===== src/rtl/rv_decode_pkg.sv =====
// Shared RV32I/M decode constants: opcodes, funct fields, op_bus bit positions
// and the instruction format enum.
package rv_decode_pkg;

    localparam logic [6:0] OPC_OP     = 7'b0110011;
    localparam logic [6:0] OPC_OPIMM  = 7'b0010011;
    localparam logic [6:0] OPC_LOAD   = 7'b0000011;
    localparam logic [6:0] OPC_JALR   = 7'b1100111;
    localparam logic [6:0] OPC_STORE  = 7'b0100011;
    localparam logic [6:0] OPC_BRANCH = 7'b1100011;
    localparam logic [6:0] OPC_LUI    = 7'b0110111;
    localparam logic [6:0] OPC_AUIPC  = 7'b0010111;
    localparam logic [6:0] OPC_JAL    = 7'b1101111;

    localparam logic [6:0] F7_BASE   = 7'h00;
    localparam logic [6:0] F7_ALT    = 7'h20;
    localparam logic [6:0] F7_MULDIV = 7'h01;

    localparam logic [2:0] F3_ADD = 3'd0, F3_SLL = 3'd1, F3_SLT = 3'd2, F3_SLTU = 3'd3;
    localparam logic [2:0] F3_XOR = 3'd4, F3_SR  = 3'd5, F3_OR  = 3'd6, F3_AND  = 3'd7;
    localparam logic [2:0] F3_B   = 3'd0, F3_H   = 3'd1, F3_W   = 3'd2, F3_BU   = 3'd4, F3_HU = 3'd5;
    localparam logic [2:0] F3_BEQ = 3'd0, F3_BNE = 3'd1, F3_BLT = 3'd4, F3_BGE  = 3'd5;
    localparam logic [2:0] F3_BLTU = 3'd6, F3_BGEU = 3'd7;

    localparam int OP_ADD = 0,  OP_SUB = 1,  OP_XOR = 2,  OP_OR = 3,  OP_AND = 4;
    localparam int OP_SLL = 5,  OP_SRL = 6,  OP_SRA = 7,  OP_SLT = 8, OP_SLTU = 9;
    localparam int OP_ADDI = 10, OP_XORI = 11, OP_ORI = 12, OP_ANDI = 13, OP_SLLI = 14;
    localparam int OP_SRLI = 15, OP_SRAI = 16, OP_SLTI = 17, OP_SLTIU = 18;
    localparam int OP_LB = 19, OP_LH = 20, OP_LW = 21, OP_LBU = 22, OP_LHU = 23;
    localparam int OP_SB = 24, OP_SH = 25, OP_SW = 26;
    localparam int OP_BEQ = 27, OP_BNE = 28, OP_BLT = 29, OP_BGE = 30, OP_BLTU = 31, OP_BGEU = 32;
    localparam int OP_JAL = 33, OP_JALR = 34, OP_LUI = 35, OP_AUIPC = 36;
    localparam int OP_MUL = 37;
    localparam int OP_BASE_W = 37;
    localparam int OP_ALL_W  = 45;

    typedef enum logic [2:0] {
        FMT_R, FMT_I, FMT_S, FMT_B, FMT_U, FMT_J, FMT_NONE
    } fmt_e;

endpackage


===== src/rtl/decode_stage_comb.sv =====
// Purely combinational instruction-to-fields decoder for RV32I with optional
// M extension.
module decode_comb
    import rv_decode_pkg::*;
#(
    parameter  int XLEN  = 32,
    parameter  int M_EXT = 0,
    localparam int OP_W  = OP_BASE_W + 8 * M_EXT
) (
    input  logic [31:0]     instr_i,
    output logic [4:0]      rd_o,
    output logic [4:0]      rs1_o,
    output logic [4:0]      rs2_o,
    output logic            rd_valid_o,
    output logic            rs1_valid_o,
    output logic            rs2_valid_o,
    output logic            imm_valid_o,
    output logic [XLEN-1:0] imm_o,
    output logic [OP_W-1:0] op_bus_o,
    output logic            illegal_o
);
    logic [6:0]             opc;
    logic [2:0]             f3;
    logic [6:0]             f7;
    fmt_e                   fmt;
    logic [OP_ALL_W-1:0]    op_all;
    logic signed [XLEN-1:0] imm_s;

    assign opc   = instr_i[6:0];
    assign f3    = instr_i[14:12];
    assign f7    = instr_i[31:25];
    assign rd_o  = instr_i[11:7];
    assign rs1_o = instr_i[19:15];
    assign rs2_o = instr_i[24:20];

    always_comb begin
        op_all = '0;
        fmt    = FMT_NONE;
        case (opc)
            OPC_OP: begin
                fmt = FMT_R;
                if (f7 == F7_BASE) begin
                    case (f3)
                        F3_ADD:  op_all[OP_ADD]  = 1'b1;
                        F3_SLL:  op_all[OP_SLL]  = 1'b1;
                        F3_SLT:  op_all[OP_SLT]  = 1'b1;
                        F3_SLTU: op_all[OP_SLTU] = 1'b1;
                        F3_XOR:  op_all[OP_XOR]  = 1'b1;
                        F3_SR:   op_all[OP_SRL]  = 1'b1;
                        F3_OR:   op_all[OP_OR]   = 1'b1;
                        F3_AND:  op_all[OP_AND]  = 1'b1;
                    endcase
                end else if (f7 == F7_ALT) begin
                    op_all[OP_SUB] = (f3 == F3_ADD);
                    op_all[OP_SRA] = (f3 == F3_SR);
                end else if (f7 == F7_MULDIV && M_EXT != 0) begin
                    // mul..remu occupy consecutive bits in funct3 order
                    op_all = OP_ALL_W'(1) << (OP_MUL + int'(f3));
                end
            end
            OPC_OPIMM: begin
                fmt = FMT_I;
                case (f3)
                    F3_ADD:  op_all[OP_ADDI]  = 1'b1;
                    F3_SLT:  op_all[OP_SLTI]  = 1'b1;
                    F3_SLTU: op_all[OP_SLTIU] = 1'b1;
                    F3_XOR:  op_all[OP_XORI]  = 1'b1;
                    F3_OR:   op_all[OP_ORI]   = 1'b1;
                    F3_AND:  op_all[OP_ANDI]  = 1'b1;
                    F3_SLL:  op_all[OP_SLLI]  = (f7 == F7_BASE);
                    F3_SR: begin
                        op_all[OP_SRLI] = (f7 == F7_BASE);
                        op_all[OP_SRAI] = (f7 == F7_ALT);
                    end
                endcase
            end
            OPC_LOAD: begin
                fmt = FMT_I;
                case (f3)
                    F3_B:    op_all[OP_LB]  = 1'b1;
                    F3_H:    op_all[OP_LH]  = 1'b1;
                    F3_W:    op_all[OP_LW]  = 1'b1;
                    F3_BU:   op_all[OP_LBU] = 1'b1;
                    F3_HU:   op_all[OP_LHU] = 1'b1;
                    default: ;
                endcase
            end
            OPC_JALR: begin
                fmt              = FMT_I;
                op_all[OP_JALR]  = (f3 == 3'd0);
            end
            OPC_STORE: begin
                fmt = FMT_S;
                case (f3)
                    F3_B:    op_all[OP_SB] = 1'b1;
                    F3_H:    op_all[OP_SH] = 1'b1;
                    F3_W:    op_all[OP_SW] = 1'b1;
                    default: ;
                endcase
            end
            OPC_BRANCH: begin
                fmt = FMT_B;
                case (f3)
                    F3_BEQ:  op_all[OP_BEQ]  = 1'b1;
                    F3_BNE:  op_all[OP_BNE]  = 1'b1;
                    F3_BLT:  op_all[OP_BLT]  = 1'b1;
                    F3_BGE:  op_all[OP_BGE]  = 1'b1;
                    F3_BLTU: op_all[OP_BLTU] = 1'b1;
                    F3_BGEU: op_all[OP_BGEU] = 1'b1;
                    default: ;
                endcase
            end
            OPC_LUI:   begin fmt = FMT_U; op_all[OP_LUI]   = 1'b1; end
            OPC_AUIPC: begin fmt = FMT_U; op_all[OP_AUIPC] = 1'b1; end
            OPC_JAL:   begin fmt = FMT_J; op_all[OP_JAL]   = 1'b1; end
            default: ;
        endcase
    end

    always_comb begin
        imm_s = '0;
        case (fmt)
            FMT_I:   imm_s = XLEN'($signed(instr_i[31:20]));
            FMT_S:   imm_s = XLEN'($signed({instr_i[31:25], instr_i[11:7]}));
            FMT_B:   imm_s = XLEN'($signed({instr_i[31], instr_i[7], instr_i[30:25],
                                            instr_i[11:8], 1'b0}));
            FMT_U:   imm_s = XLEN'($signed({instr_i[31:12], 12'b0}));
            FMT_J:   imm_s = XLEN'($signed({instr_i[31], instr_i[19:12], instr_i[20],
                                            instr_i[30:21], 1'b0}));
            default: imm_s = '0;
        endcase
    end

    assign imm_o     = imm_s;
    assign op_bus_o  = op_all[OP_W-1:0];
    assign illegal_o = ~|op_bus_o;

    // Register usage is suppressed for illegal words so nothing downstream reads or writes regs
    assign rd_valid_o  = !illegal_o && (fmt inside {FMT_R, FMT_I, FMT_U, FMT_J});
    assign rs1_valid_o = !illegal_o && (fmt inside {FMT_R, FMT_I, FMT_S, FMT_B});
    assign rs2_valid_o = !illegal_o && (fmt inside {FMT_R, FMT_S, FMT_B});
    assign imm_valid_o = (fmt != FMT_R) && (fmt != FMT_NONE);

    if (OP_W < OP_ALL_W) begin : g_trim
        logic unused_m_bits;
        assign unused_m_bits = |op_all[OP_ALL_W-1:OP_W];
    end

endmodule


===== src/rtl/decode_stage.sv =====
// Registered decode stage: decodes at the input, then holds results in an
// output register backed by one skid register for full-throughput backpressure.
module decode_stage
    import rv_decode_pkg::*;
#(
    parameter  int XLEN  = 32,
    parameter  int M_EXT = 0,
    localparam int OP_W  = OP_BASE_W + 8 * M_EXT
) (
    input  logic            clk,
    input  logic            rst_n,
    input  logic            flush,
    input  logic            in_valid,
    output logic            in_ready,
    input  logic [31:0]     in_instr,
    input  logic [XLEN-1:0] in_pc,
    output logic            out_valid,
    input  logic            out_ready,
    output logic [XLEN-1:0] out_pc,
    output logic [4:0]      rd,
    output logic [4:0]      rs1,
    output logic [4:0]      rs2,
    output logic            rd_valid,
    output logic            rs1_valid,
    output logic            rs2_valid,
    output logic            imm_valid,
    output logic [XLEN-1:0] imm,
    output logic [OP_W-1:0] op_bus,
    output logic            illegal
);
    typedef struct packed {
        logic [XLEN-1:0] pc;
        logic [4:0]      rd;
        logic [4:0]      rs1;
        logic [4:0]      rs2;
        logic            rd_valid;
        logic            rs1_valid;
        logic            rs2_valid;
        logic            imm_valid;
        logic [XLEN-1:0] imm;
        logic [OP_W-1:0] op_bus;
        logic            illegal;
    } entry_t;

    logic [4:0]      dec_rd, dec_rs1, dec_rs2;
    logic            dec_rdv, dec_rs1v, dec_rs2v, dec_immv, dec_ill;
    logic [XLEN-1:0] dec_imm;
    logic [OP_W-1:0] dec_op;
    entry_t          dec;

    entry_t out_q, out_d, skid_q, skid_d;
    logic   out_valid_q, out_valid_d, skid_valid_q, skid_valid_d;
    logic   push, pop;

    decode_comb #(.XLEN(XLEN), .M_EXT(M_EXT)) u_dec (
        .instr_i     (in_instr),
        .rd_o        (dec_rd),
        .rs1_o       (dec_rs1),
        .rs2_o       (dec_rs2),
        .rd_valid_o  (dec_rdv),
        .rs1_valid_o (dec_rs1v),
        .rs2_valid_o (dec_rs2v),
        .imm_valid_o (dec_immv),
        .imm_o       (dec_imm),
        .op_bus_o    (dec_op),
        .illegal_o   (dec_ill)
    );

    always_comb begin
        dec = '{pc: in_pc, rd: dec_rd, rs1: dec_rs1, rs2: dec_rs2,
                rd_valid: dec_rdv, rs1_valid: dec_rs1v, rs2_valid: dec_rs2v,
                imm_valid: dec_immv, imm: dec_imm, op_bus: dec_op, illegal: dec_ill};
    end

    // Ready comes only from the skid flag, keeping out_ready off the in_ready path
    assign in_ready = !skid_valid_q;
    assign push     = in_valid && in_ready;
    assign pop      = out_valid_q && out_ready;

    always_comb begin
        out_valid_d  = out_valid_q;
        skid_valid_d = skid_valid_q;
        out_d        = out_q;
        skid_d       = skid_q;
        if (flush) begin
            out_valid_d  = 1'b0;
            skid_valid_d = 1'b0;
        end else begin
            if (pop) begin
                out_valid_d  = skid_valid_q;
                skid_valid_d = 1'b0;
                if (skid_valid_q) out_d = skid_q;
            end
            if (push) begin
                if (!out_valid_q || pop) begin
                    out_d       = dec;
                    out_valid_d = 1'b1;
                end else begin
                    skid_d       = dec;
                    skid_valid_d = 1'b1;
                end
            end
        end
    end

    always_ff @(posedge clk) begin
        if (!rst_n) begin
            out_valid_q  <= 1'b0;
            skid_valid_q <= 1'b0;
            out_q        <= '0;
            skid_q       <= '0;
        end else begin
            out_valid_q  <= out_valid_d;
            skid_valid_q <= skid_valid_d;
            out_q        <= out_d;
            skid_q       <= skid_d;
        end
    end

    assign out_valid = out_valid_q;
    assign out_pc    = out_q.pc;
    assign rd        = out_q.rd;
    assign rs1       = out_q.rs1;
    assign rs2       = out_q.rs2;
    assign rd_valid  = out_q.rd_valid;
    assign rs1_valid = out_q.rs1_valid;
    assign rs2_valid = out_q.rs2_valid;
    assign imm_valid = out_q.imm_valid;
    assign imm       = out_q.imm;
    assign op_bus    = out_q.op_bus;
    assign illegal   = out_q.illegal;

endmodule

===== config.mk =====
export PLATFORM = sky130hd
export DESIGN_NAME = decode_stage
export DESIGN_NICKNAME = d
export VERILOG_FILES = /design/src/rtl/rv_decode_pkg.sv /design/src/rtl/decode_stage_comb.sv /design/src/rtl/decode_stage.sv
export SDC_FILE = /design/constraint.sdc
export NUM_CORES = 1
export LEC_CHECK = 0
export CAP_MARGIN = 20
export CORE_MARGIN = 5
export CORE_UTILIZATION = 52
export CTS_CLUSTER_DIAMETER = 120
export CTS_CLUSTER_SIZE = 12
export DETAILED_ROUTE_END_ITERATION = 12
export HOLD_SLACK_MARGIN = 0.02
export PLACE_DENSITY = 0.79
export SLEW_MARGIN = 20
export SYNTH_ARGS = -nofsm -noshare
export SYNTH_HDL_FRONTEND = slang
export SYNTH_SLANG_ARGS = --single-unit

===== constraint.sdc =====
create_clock -name clk -period 3.7 [get_ports clk]
set_input_delay 0.74 -clock clk [delete_from_list [all_inputs] [get_ports clk]]
set_output_delay 0.74 -clock clk [all_outputs]
set_load 0.03 [all_outputs]

* Word-level counts from Yosys, hierarchy flattened *
Cells that the tools add are included.
W data, S select, Z words.

word-level totals
  output and inout bits = 123
  logic and storage cells = 110
  bits of input ports = 69
  register bits = 244

operators by class
  bitwise operators = 3
  reductions and logical operators = 22
  eq/ne operators = 23
  multiplexer cells = 38

operators by type and width
  cell                  number
  $mux W121             4
  $pmux W32 S5          1
  $reduce_or A37 Y1     1
  $eq A7 B6 Y1 const B  4
  $mux W1               24
  $eq A7 B7 Y1 const B  3
  $eq A3 B3 Y1 const B  6
  $pmux W3 S6           1
  $eq A7 B5 Y1 const B  2
  $eq A3 B2 Y1 const B  4
  $mux W10              1
  $mux W5               2
  $mux W9               1
  $reduce_bool A4 Y1    2
  $eq A7 B2 Y1 const B  1
  $logic_not A7 Y1      1
  $eq A3 B1 Y1 const B  2
  $logic_and A1 B1 Y1   6
  $logic_not A3 Y1      2
  $mux W6               1
  $reduce_bool A3 Y1    2
  $mux W2               2
  $reduce_or A2 Y1      2
  $logic_not A1 Y1      3
  6 further kinds       8

* Logic depth before layout (Yosys ltp) *
Gate-level depths: netlist (run 1).

  word-level depth = 8
  gate-level depth with buffers = 11
  gate-level depth less buffers = 9

* By module *
Synthesis (run 1) repeated with hierarchy kept, for this count alone.

unflattened totals
  cells, all modules = 1420
  area total of the unflattened synthesis = 11888.9 um^2

by module, submodules not included
  module        area each (um^2)  seq. area each (um^2)  cells each  times used
  decode_stage  10540.1           4884.7                 1197        1
  decode_comb   1348.8            0.0                    223         1

* Worst setup path after synthesis (run 1) *
OpenSTA, ideal clock, no wires.

  path type = in2reg
  start point = input in_instr[3]
  end point = register out_q, in the netlist imm[12]
  data arrival time = 2.918 ns
  required time = 3.626 ns
  stages = 10
  setup time = 0.074 ns
  buffers on the path = 2
  slack = 0.707 ns
  cell sequence = buf_2 or3b_1 a211o_1 ha_1 clkbuf_2 nor3_2 nor2_1 nor2_1 a21oi_1 o21ai_0

between the ends
  cells in the longest elaborated chain, start to end = 7
  elaborated cells on any way between the ends = 20
  those cells by class = 14 x eq/ne; 4 x mux; 2 x reduce/logical

ends and longest elaborated chain
  element                                                                       RTL line                  RTL
  from (decl)                                                                   decode_stage.sv:15        input logic [31:0] in_instr,
  $eq A7 B5 Y1, or another cell as far along                                    decode_stage_comb.sv:39   case (opc)
  $reduce_or A3 Y1 (no source line) / $reduce_or A2 Y1 (equally long branches)  -
  $pmux W3 S6 *                                                                 decode_stage_comb.sv:39
  $eq A3 B3 Y1, or another cell as far along                                    decode_stage_comb.sv:122  case (fmt)
  $pmux W32 S5 *                                                                decode_stage_comb.sv:122
  $mux W121 *                                                                   decode_stage.sv:95        if (!out_valid_q || pop) begin
  $mux W121 *                                                                   decode_stage.sv:94        if (push) begin
  to (signal assigned)                                                          decode_stage.sv:115       out_q <= out_d;
  to (decl)                                                                     decode_stage.sv:51        entry_t out_q, out_d, skid_q, skid_d;

Mark *: on every way between the ends. The rest lies on a longest branch, timed or not.
A chain may end at the register's enable or synchronous reset.

* Final worst setup path (run 1) *
  start point = input in_instr[4]
  end point = register out_q, in the netlist imm[13]

The elaborated chain is that of the path after synthesis.

==> key figures, run 1 <==
Placement
  • Routability Congestion: 0.895
  • Port Buf Inserts: ~190
  • Inst Count DP: ~1700
  • HPWL Detailed: 19.9 mm

Drt
  • Remaining DRCs: 0
  • Routed len/inst: 18.2 µm
  • Vias per std cell: 5.90
  • Post-route ant nets: 0
  • DRT Pass-1 Iters: 5
  • Vias after detailed routing: around 10000
  • Initial DRC Count: 841
  • Final WL: between 30 and 40 mm

Clocking
  • Worst-path clk slew: 0.06 ns
  • Setup Buffers After CTS: 0
  • TritonCTS clock tree: done
  • Clock Latency Late Sink: 0.51 ns
  • PostCTS Resize Cnt: 0
  • # H-tree levels: 1
  • Clock Sinks: 244
  • TritonCTS buffer count: 24
  • Root buffer cell: clkbuf_16
  • Clock tree buffer depth: 3
  • # hold bufs at CTS: 0

Floorplan
  • Die area: 23000 µm²
  • Die X: between 150 and 200 µm
  • Vert. Die Dim: 152 µm
  • Ports: 192
  • Core ar.: 19600 µm²
  • Starting Density: 0.532
  • FP Rows: 51

Worst setup path
  • Crit-path max FO: 11
  • Critical R2R Launch: skid_valid_q
  • R2r setup slk: around 1.1 ns
  • RR Endpoint: imm[13]
  • CP endpoint kind: register
  • Worst setup path startpoint: in_instr[4]
  • Critical path class: in -> reg
  • Crit path to: imm[13]
  • CP Data Required Time: between 4 and 5 ns
  • Worst reg2reg path depth: 5
  • Arr. time, crit path: 3.42 ns
  • Critical path startpoint category: input pin

GRT
  • Largest net degree at the start of global routing: 99
  • First-pass GRT wire length: 49.1 mm
  • Vias in the first global route: about 9300
  • GRT Resource Usage Total: 0.260
  • Final global-route overflow total: 0
  • Antenna violations before repair: 0

Synth
  • Register area share after synthesis: 0.468
  • Yosys warnings: 0
  • Mapped Cells: between 1000 and 1500
  • Yosys top cell area share: 0.468
  • Largest cells by area after synthesis: dfxtp_1 (47%), nand2_1 (9.7%), o21ai_0 (6.8%), a21oi_1 (5.6%), a21boi_0 (5.3%)
  • Yosys reg bits: approximately 240
  • Dominant cell type by area after synthesis: dfxtp_1
  • Number of synthesized flops with an enable pin: 0
  • Ys flop type: dfxtp_1
  • Syn_area_per_cell: 8.01 µm²
  • Library cells used by synthesis: 64
  • Syn_nets: 1371
  • Ys async rst share: 0
  • Cell Area, Synth: roughly 10000 µm²

Final layout
  • Final Non-Filler Cells: 1699
  • FF+latch area: 4880 µm²
  • Fin nets: 1504
  • Area grow syn2layout: 26.1%
  • Diode count: 0
  • Layout cells sized above 1: 0.0544
  • Most common cell after layout, fill and taps aside: nand2_1
  • Most frequent cells in the layout: nand2_1 (270), dfxtp_1 (244), clkdlybuf4s50_1 (190)
  • Fill count: 1680
  • Area of the multi-input gates: 5090 µm²

Pwr
  • Sw Share: 0.250
  • Seq pwr share: 0.494
  • Worst vdd ir: 304 µV
  • Logic pwr share: 0.119
  • Int Pwr: 4.14 mW
  • P per Cell Area: ~420 nW/µm²
  • Clk pwr share: 0.387
  • Pleak: 4.53 nW
  • P_sw: 1.38 mW

Timing
  • FMAX: 334 MHz
  • Least-Margin Pin Slew: 1.06 ns
  • Final Skew: around 0.017 ns
  • RSZ-0062 raised after global routing: false
  • Worst slew margin: 0.291
  • Setup TNS Final: 0 ns
  • Final Setup Violations: 0
  • Tmin final: 3.00 ns
  • Hold WS: 0.451 ns
  • Final Hold Viols: 0
  • Crit share post-route: 0.810
  • Count of pins over their slew limit: 0

Status
  • Status: finished, final reports clean

Run
  • Max cap viols: 0

Min path
  • Hold WC Path Type: reg -> reg
==> cells in the mapped netlist (all sizes together), types with 8 or more instances <==
library cell	n
nand2	270
dfxtp	244
o21ai	144
a21oi	116
clkbuf	94
a21boi	74
o22ai	51
a22oi	38
nand3	36
nor3	31
nor2	29
nor2b	27
buf	23
a22o	12
and2	11
inv	8
==> cell families after synthesis <==
| family | Yosys count | synth area share |
|---|---|---|
| buffers and inverters | 125 | 0.0480 |
| adder cells (fa/ha/maj) | 2 | 0.00216 |
| AND/OR/NAND/NOR | 446 | 0.195 |
| AO/OA/AOI/OAI | 481 | 0.284 |
| flip-flops | 244 | 0.468 |
| multiplexers | 2 | 0.00192 |
| XOR/XNOR | 1 | 0.000840 |
==> layer usage <==
metal,GRT usage,up-vias,share of wire
li1,-,4846,-
met1,0.356,4711,0.43
met2,0.416,417,0.45
met3,0.0589,56,0.090
met4,0.0683,0,0.027
met5,0,-,0
==> flip-flops by register name (all words and copies together) (netlist names) <==
register / cells
skid_valid_q: 1
rd_valid: 1
illegal: 1
imm: 32
op_bus: 37
out_pc: 32
rs2: 5
rs1: 5
rd: 5
out_valid: 1
skid_q: 121
rs1_valid: 1
rs2_valid: 1
imm_valid: 1
==> stage by stage <==
stage          utilization  instance area [µm²]  power (mW)  setup WS, ns
2_1_floorplan            -                10400        3.13         0.707
5_1_grt              0.671                13200        5.70         0.569
6_report             0.671                13200        5.52         0.704
3_3_place_gp         0.639                12500        3.43         0.323
4_1_cts              0.671                13200        5.55         0.722
3_5_place_dp         0.639                12500        3.43         0.260
==> power groups by stage <==
stage	registers, mW	logic (mW)	clock network [mW]
after CTS	2.73	0.651	2.17
final	2.73	0.656	2.14
after detailed placement	2.78	0.647	0
after global routing	2.73	0.701	2.27
after floorplan	2.89	0.240	0
after global placement	2.78	0.643	0
==> layout make-up <==
type	instances	share of cell area
inverters	8	0.00228
well taps	265	0.0252
clock inverters	1	0.000666
repair buffers	224	0.166
clock buffers	25	0.0476
multi-input cells	932	0.387
flip-flops and latches	244	0.371
==> worst min-delay path by stage <==
stage          slack (ns)  cells after the start        from         end
6_report             0.45                      2  op_bus[21]  op_bus[21]
5_1_grt              0.47                      2  op_bus[21]  op_bus[21]
4_1_cts              0.46                      2  skid_q[41]  skid_q[41]
3_5_place_dp         0.44                      2  skid_q[41]  skid_q[41]
3_3_place_gp         0.43                      2  skid_q[54]  skid_q[54]
2_1_floorplan        0.43                      2  skid_q[38]  skid_q[38]
==> critical path: stages <==
cell             delay (ns)
clkdlybuf4s50_1        0.42
buf_4                  0.17
nand2b_1               0.18
nor2_1                 0.29
inv_1                  0.19
ha_1                   0.34
nor3_2                 0.27
buf_4                  0.20
nor2_1                 0.05
nor2_1                 0.11
buf_4                  0.17
a21oi_1                0.07
o21ai_0                0.20
Power figures use the tool's default switching activity.
==> run 2, diff against run 1 <==
==> constraint.sdc (replaced) <==
create_clock -name clk -period 3.1 [get_ports clk]
set_input_delay 0.62 -clock clk [delete_from_list [all_inputs] [get_ports clk]]
set_output_delay 0.62 -clock clk [all_outputs]
set_load 0.03 [all_outputs]
==> key figures, run 2 (synthesis results as in run 1) <==
Status
  • Status: finished, final reports clean (unchanged)

Timing
  • Final Skew: 0.0199 ns (was 0.0166 ns)
  • Final Setup Violations: 0 (unchanged)
  • Final Hold Viols: 0 (unchanged)
  • Tmin final: 2.65 ns
  • Least-Margin Pin Slew: 0.993 ns (was 1.06 ns)
  • FMAX: 377 MHz
  • Worst slew margin: 0.338 (was 0.291)
  • Count of pins over their slew limit: 0 (unchanged)
  • Crit share post-route: 0.855
  • RSZ-0062 raised after global routing: false (unchanged)
  • Hold WS: 0.450 ns (was 0.451 ns)
  • Worst setup margin: 0.450 ns (was 0.704 ns)

Clocking
  • PostCTS Resize Cnt: 0 (unchanged)
  • Worst-path clk slew: 0.06 ns (about the same)
  • # H-tree levels: 1 (unchanged)
  • Clock tree buffer depth: 3 (unchanged)
  • Root buffer cell: clkbuf_16 (unchanged)
  • TritonCTS clock tree: done (unchanged)
  • Clock Latency Late Sink: 0.51 ns (about the same)
  • Setup Buffers After CTS: 0 (unchanged)
  • # hold bufs at CTS: 0 (unchanged)
  • Clock Sinks: 244 (unchanged)
  • TritonCTS buffer count: 24 (unchanged)

Worst setup path
  • CP Data Required Time: 3.55 ns (was 4.13 ns)
  • CP bufs+invs: 1 (was 5)
  • Critical path class: in -> reg (unchanged)
  • CP endpoint kind: register (unchanged)
  • Arr. time, crit path: 3.10 ns (was 3.42 ns)
  • Critical path startpoint category: input pin (unchanged)
  • CP delay by family, top: simple AND/OR/NAND/NOR gates (was buffers and inverters)
  • Worst-path cell chain: clkdlybuf4s50_1 > or3b_1 > a211o_1 > ha_1 > a22oi_1 > nor3b_2 > a22oi_1 > nor2b_1 (was clkdlybuf4s50_1 > buf_4 > nand2b_1 > nor2_1 > inv_1 > ha_1 > nor3_2 > buf_4 > nor2_1 > nor2_1 > buf_4 > a21oi_1 > o21ai_0)
  • CP max stage delay: 0.47 ns (was 0.42 ns)
  • Cell mode on critical path: a22oi_1
  • Crit-path max FO: 6 (was 11)
  • Slowest library cell on the worst path: clkdlybuf4s50_1 (unchanged)

Final layout
  • Final instance area: 13400 µm² (was 13200 µm²)
  • Most frequent cells in the layout: nand2_1 (270), dfxtp_1 (244), clkdlybuf4s50_1 (190) (unchanged)
  • Final Non-Filler Cells: 1722 (was 1699)
  • Layout cells sized above 1: 0.0693 (was 0.0544)
  • Fin nets: 1527 (was 1504)
  • Area grow syn2layout: 28.3% (was 26.1%)
  • Most common cell after layout, fill and taps aside: nand2_1 (unchanged)
  • Fill count: 1623 (was 1680)
  • FF+latch area: 4880 µm² (unchanged)
  • Max FFs per register: 121 (unchanged)
  • Diode count: 0 (unchanged)
  • Area of the multi-input gates: 5090 µm² (about the same)
  • Largest Register: skid_q (unchanged)

Pwr
  • P per Cell Area: 494 nW/µm² (was 420 nW/µm²)
  • Clk pwr share: 0.386 (was 0.387)
  • Worst vdd ir: 446 µV (was 304 µV)
  • Logic pwr share: 0.121 (was 0.119)
  • Int Pwr: 4.96 mW (was 4.14 mW)
  • Sw Share: 0.251 (was 0.250)
  • Pleak: 4.65 nW (was 4.53 nW)
  • P_sw: 1.66 mW (was 1.38 mW)
  • Seq pwr share: 0.492 (was 0.494)

Floorplan
  • Core ar.: 19600 µm² (unchanged)
  • Die area: 23000 µm² (unchanged)
  • Die X: 152 µm (unchanged)
  • Ports: 192 (unchanged)
  • FP Rows: 51 (unchanged)
  • Starting Density: 0.532 (unchanged)
  • Vert. Die Dim: 152 µm (unchanged)

GRT
  • Largest net degree at the start of global routing: 102 (was 99)
  • Vias in the first global route: 9688 (was 9298)
  • First-pass GRT wire length: 49.6 mm (was 49.1 mm)
  • Antenna violations before repair: 0 (unchanged)
  • Final global-route overflow total: 0 (unchanged)
  • GRT Resource Usage Total: 0.263 (was 0.260)

Placement
  • HPWL Detailed: 20.3 mm (was 19.9 mm)
  • Pre-CTS WS: -0.0468 ns (was 0.260 ns)
  • Port Buf Inserts: 191 (unchanged)
  • Dpl cell area: 12700 µm² (was 12500 µm²)
  • Inst Count DP: 1696 (was 1673)
  • Routability Congestion: 0.899 (was 0.895)

Drt
  • Final WL: 31.0 mm (was 30.9 mm)
  • Initial DRC Count: 852 (was 841)
  • Post-route ant nets: 0 (unchanged)
  • Vias per std cell: 5.89 (was 5.90)
  • Vias after detailed routing: 10100 (was 10000)
  • Routed len/inst: 18.0 µm (was 18.2 µm)
  • DRT Pass-1 Iters: 5 (unchanged)
  • Remaining DRCs: 0 (unchanged)

Min path
  • Hold WC Path Type: reg -> reg (unchanged)

Run
  • Max cap viols: 0 (unchanged)
[run 2: cell count changes in the layout (fill, tap and decap cells not counted)]
cell    change
buf_12      +4
buf_4      +19
nor2_2      -1
nor2_4      +1
[run 2: worst register-to-register path: cells and delay by family (launching register included)]
| kind | cells | cell delay [ns] |
|---|---|---|
| AND/OR/NAND/NOR | 4 | 1.38 |
| flip-flops | 1 | 0.48 |
| AO/OA/AOI/OAI | 1 | 0.33 |
[run 2: final cells by class]
| cell class | instances | share of cell area |
|---|---|---|
| inverter | 8 | 0.00224 |
| sequential | 244 | 0.365 |
| clock buffer | 25 | 0.0468 |
| timing repair buffer | 247 | 0.180 |
| multi-input combinational | 932 | 0.381 |
| clock inverter | 1 | 0.000655 |
| tap | 265 | 0.0248 |
[run 2: final timing paths]
check                   start  slack (ns)          to  depth (start not counted)
setup / recovery  in_instr[6]        0.45  skid_q[43]                          8
hold / removal     op_bus[21]        0.45  op_bus[21]                          2
setup reg to reg    out_valid        0.80  skid_q[62]                          5
hold reg to reg    op_bus[21]        0.45  op_bus[21]                          2
[run 2: per-stage QoR]
step                setup TNS [ns]  total power, mW  utilization
finish                           0             6.62        0.683
global placement                 0             4.11        0.650
detailed placement          -0.242             4.12        0.650
global route                     0             6.85        0.683
floorplan                        0             3.74            -
CTS                              0             6.66        0.683
[run 2: power by group through the flow]
stage / clock network, mW / logic, mW / registers, mW
4_1_cts: 2.61 / 0.800 / 3.25
2_1_floorplan: 0 / 0.287 / 3.45
6_report: 2.56 / 0.803 / 3.26
3_3_place_gp: 0 / 0.789 / 3.32
5_1_grt: 2.73 / 0.860 / 3.26
3_5_place_dp: 0 / 0.794 / 3.32
[run 2: per-layer routing]
metal	up-vias	global-route usage	share of wire
li1	4901	-	-
met1	4793	0.359	0.43
met2	378	0.412	0.45
met3	63	0.0580	0.084
met4	0	0.0898	0.031
met5	-	0	0
